## config.mk

```make
export PLATFORM = sky130hd
export DESIGN_NAME = rr_multiplexer
export DESIGN_NICKNAME = d
export VERILOG_FILES = /design/src/rtl/rr_multiplexer.sv
export SDC_FILE = /design/constraint.sdc
export NUM_CORES = 1
export LEC_CHECK = 0
export BUFFER_PORTS_ARGS = -buffer_cell sky130_fd_sc_hd__buf_2
export CAP_MARGIN = 15
export CORE_UTILIZATION = 40
export DETAILED_ROUTE_END_ITERATION = 10
export PLACE_DENSITY_LB_ADDON = 0.3
export SLEW_MARGIN = 20
export SYNTH_ARGS = -nofsm -noshare
export SYNTH_HDL_FRONTEND = slang
export SYNTH_SLANG_ARGS = --single-unit
```

## constraint.sdc

```tcl
create_clock -name clock -period 4.1 [get_ports clock]
set_clock_uncertainty 0.15 [all_clocks]
set_input_delay 0.205 -clock clock [delete_from_list [all_inputs] [get_ports clock]]
set_output_delay 0.205 -clock clock [all_outputs]
set_load 0.01 [all_outputs]
```

## src/rtl/rr_multiplexer.sv

```systemverilog
// N-channel registered merge point: per-channel valid/ready inputs, one-entry
// output register, round-robin (MODE 0) or fixed-priority (MODE 1) arbitration.
module rr_multiplexer #(
  parameter int WIDTH    = 32,
  parameter int CHANNELS = 4,
  parameter int MODE     = 0,
  localparam int SEL_W   = $clog2(CHANNELS)
) (
  input  logic                      clock,
  input  logic                      reset_n,
  input  logic [CHANNELS*WIDTH-1:0] in_data,
  input  logic [CHANNELS-1:0]       in_valid,
  output logic [CHANNELS-1:0]       in_ready,
  output logic [WIDTH-1:0]          out_data,
  output logic [SEL_W-1:0]          out_sel,
  output logic                      out_valid,
  input  logic                      out_ready
);

  // Handshake rule on both sides: a transfer happens on a rising edge where
  // valid and ready are both high; valid never waits on ready.

  logic [SEL_W-1:0] rr_ptr;
  logic [SEL_W-1:0] grant_sel;
  logic [SEL_W-1:0] next_ptr;
  logic [WIDTH-1:0] grant_data;
  logic             found;
  logic             can_load;
  logic             take;

  assign can_load = !out_valid || out_ready;
  assign take     = found && can_load;

  // Search from rr_ptr upward with wrap; fixed priority searches from 0.
  always_comb begin
    int idx;
    idx       = 0;
    found     = 1'b0;
    grant_sel = '0;
    for (int k = 0; k < CHANNELS; k++) begin
      idx = (MODE == 1) ? k : int'(rr_ptr) + k;
      if (idx >= CHANNELS) idx = idx - CHANNELS;
      if (!found && in_valid[idx[SEL_W-1:0]]) begin
        found     = 1'b1;
        grant_sel = idx[SEL_W-1:0];
      end
    end
  end

  always_comb begin
    grant_data = '0;
    for (int i = 0; i < CHANNELS; i++) begin
      if (grant_sel == SEL_W'(i)) grant_data = in_data[i*WIDTH +: WIDTH];
    end
  end

  // Gated with reset_n so no accept is advertised while reset is held.
  always_comb begin
    in_ready = '0;
    if (take && reset_n) in_ready[grant_sel] = 1'b1;
  end

  assign next_ptr = (grant_sel == SEL_W'(CHANNELS - 1)) ? '0 : grant_sel + SEL_W'(1);

  always_ff @(posedge clock or negedge reset_n) begin
    if (!reset_n) begin
      out_valid <= 1'b0;
      out_data  <= '0;
      out_sel   <= '0;
      rr_ptr    <= '0;
    end else begin
      if (take) begin
        out_valid <= 1'b1;
        out_data  <= grant_data;
        out_sel   <= grant_sel;
        if (MODE == 0) rr_ptr <= next_ptr;
      end else if (out_ready) begin
        out_valid <= 1'b0;
      end
    end
  end

endmodule

```

==> results.sh <==
export IMPL_finalNetCount=624
export IMPL_synth_fp_nets=474
export IMPL_ctsResizeCount=0
export IMPL_met3_length_um=568
export IMPL_setup_worst_path_start="rr_ptr[1]"
export IMPL_cap_viol_max_count=0
export IMPL_placed_area_um2=3689
export IMPL_start_kind="flip-flop"
export IMPL_yosysSeqAreaShare=0.3254
export IMPL_worstPathArrival_ps=2900
export IMPL_routedWlPerCell_um=14.63
export IMPL_holdPathStages=3
export IMPL_sw_frac_of_total=0.4231
export IMPL_cts_root_buf="clkbuf_8"
export IMPL_end_kind="output port"
export IMPL_powerDensity_nw_per_um2=565.3
export IMPL_m1WireLength_um=3542
export IMPL_die_w_um=86.34
export IMPL_final_antenna_net_count=0
export IMPL_dieArea_um2=7455
export IMPL_ys_seq_elements=37
export IMPL_holdWs_ps=22.16
export IMPL_grt_pass1_vias=2990
export IMPL_worst_setup_path_type="reg2out"
export IMPL_cts_inserted_buffers=5
export IMPL_die_y_um=86.34
export IMPL_detail_route_iter0_violations=179
export IMPL_pwr_share_comb=0.590
export IMPL_total_power_uw=2139
export IMPL_final_common_cell="buf_2"
export IMPL_pwr_share_clk=0.113
export IMPL_fin_tns_setup_ps=0
export IMPL_route_vias_total=3186
export IMPL_p_switching_uw=905.0
export IMPL_cts_tree="yes"
export IMPL_core_area_um2=6832
export IMPL_hold_path_class="in2reg"
export IMPL_post_cts_buffers=0
export IMPL_io_pins=174
export IMPL_syn_inst=335
export IMPL_post_route_drc_count=0
export IMPL_grt_total_usage=0.2290
export IMPL_sequentialPowerShare=0.298
export IMPL_start_util=0.4165
export IMPL_period_needed_ps=3253
export IMPL_finalWirelength_um=8514
export IMPL_clockBufferDepth=2
export IMPL_yosys_warnings=0
export IMPL_syn_area_per_cell_um2=8.493
export IMPL_holdBufCountCts=1
export IMPL_cp_max_fo=65
export IMPL_detail_route_first_pass_iterations=4
export IMPL_finalHoldViolCount=0
export IMPL_vias_per_cell=5.474
export IMPL_area_growth_pct=32.98
export IMPL_diodes=0
export IMPL_critical_path_required_ps=3740
export IMPL_total_leakage_power_uw=0.001777
export IMPL_ir_drop_mv=0.2394
export IMPL_wl_met2_um=4258
export IMPL_clock_fmax_ghz=0.3074
export IMPL_r2r_start="rr_ptr[1]"
export IMPL_drive_above_1_share=0.4547
export IMPL_worst_pin_slew_ps=1066
export IMPL_ctsHtreeMaxLevel=2
export IMPL_period_share=0.7934
export IMPL_top_layer="met4"
export IMPL_overflow=0
export IMPL_rsz0062_at_grt="false"
export IMPL_final_cell_mix="173 x buf_2, 37 x dfrtp_1, 35 x a21oi_1, 35 x nand2_1"
export IMPL_syn_area_um2=2845
export IMPL_relSlewSlack=0.2895
export IMPL_grt_max_degree=66
export IMPL_antenna_found_initial=0
export IMPL_setup_viol=0
export IMPL_r2r_cells=7
export IMPL_postLayoutCellArea_um2=3784
export IMPL_worstHoldStart="in_data[126]"
export IMPL_clk_pin_slew_ps=70
export IMPL_status="finished, final reports clean"
export IMPL_internal_power_uw=1234
export IMPL_worstSkewPairLatency_ps=280
export IMPL_fp_row_count=30
export IMPL_hpwlAfterDp_um=5829
export IMPL_gp_congestion=0.8381
export IMPL_cts_sinks=37
export IMPL_maxSlewViolCount=0
export IMPL_io_buffers=173
export IMPL_synth_distinct_cells=31
export IMPL_grt_pass1_wl_um=13680
-- cell families (layout without fill, tap and decap cells) --
group,count (synthesis),in the layout,synth area share
mux,1,1,0.003958
simple gates,87,87,0.1768
compound gates,138,138,0.3615
buf+inv,68,219,0.1148
flops,37,37,0.3254
fa+ha+maj,4,4,0.01759
-- cell type report --
type,instances,area [um^2]
inverter,32,120.1
timing repair buffer,179,925.9
sequential,37,925.9
fill,650,3048
tap,96,120.1
clock buffer,8,80.08
multi-input combinational,230,1612
-- metal layers --
layer,global-route usage,up-vias
met5,0,-
met4,0.07273,0
met3,0.03714,12
met2,0.4019,160
met1,0.2874,1478
li1,-,1536
-- synth_stat cells, drive strengths merged --
master,n,area share
o41ai,2,0.0062
nor2b,2,0.0044
dfrtp,37,0.33
a21boi,1,0.0026
clkbuf,20,0.026
nor2,4,0.0053
buf,16,0.046
nand2,35,0.046
a221o,32,0.11
o21a,1,0.0026
ha,4,0.018
nand2b,3,0.0066
inv,32,0.042
nand3b,32,0.084
or3,1,0.0022
o21ai,2,0.0035
a21o,1,0.0026
nor3,1,0.0018
a22o,1,0.0031
and2,1,0.0022
o41a,1,0.0040
nor4,2,0.0097
a31oi,32,0.070
a21oi,65,0.15
or4,2,0.0053
and3,4,0.0088
mux2,1,0.0040
-- per-stage QoR --
step	setup WS (ps)	cells	utilization
after detailed placement	1056	573	0.5399
final	847.0	582	0.5538
after CTS	928.3	582	0.5531
after global placement	1222	573	0.5399
after global routing	766.3	582	0.5538
after floorplan	1682	335	-
-- power groups by stage --
| stage | sequential, uW | clock [uW] | combinational (uW) |
|---|---|---|---|
| after global routing | 656 | 265 | 1390 |
| after CTS | 638 | 253 | 1260 |
| after detailed placement | 644 | 0 | 1260 |
| final | 637 | 241 | 1260 |
| after floorplan | 714 | 0 | 789 |
| after global placement | 635 | 0 | 1240 |
-- worst paths after layout --
path                                 to  slack (ps)
max                         in_ready[1]         850
min reg2reg                  out_sel[1]         400
max in group asynchronous  out_data[29]        2770
max reg2reg                 out_data[8]         960
min in group asynchronous  out_data[22]         430
min                        out_data[30]          20
-- worst max-delay path, cell delays in order (launching register included) --
cell	delay, ps
dfrtp_1	420
nor2b_1	160
o21a_1	230
nor4_1	380
ha_2	990
and3_1	280
buf_2	130
-- flip-flops by register name, indices dropped and copies added (netlist names) --
register and count:
out_sel 2, out_data 32, out_valid 1, rr_ptr 2
Note: power is estimated with default switching activity, not from simulation.
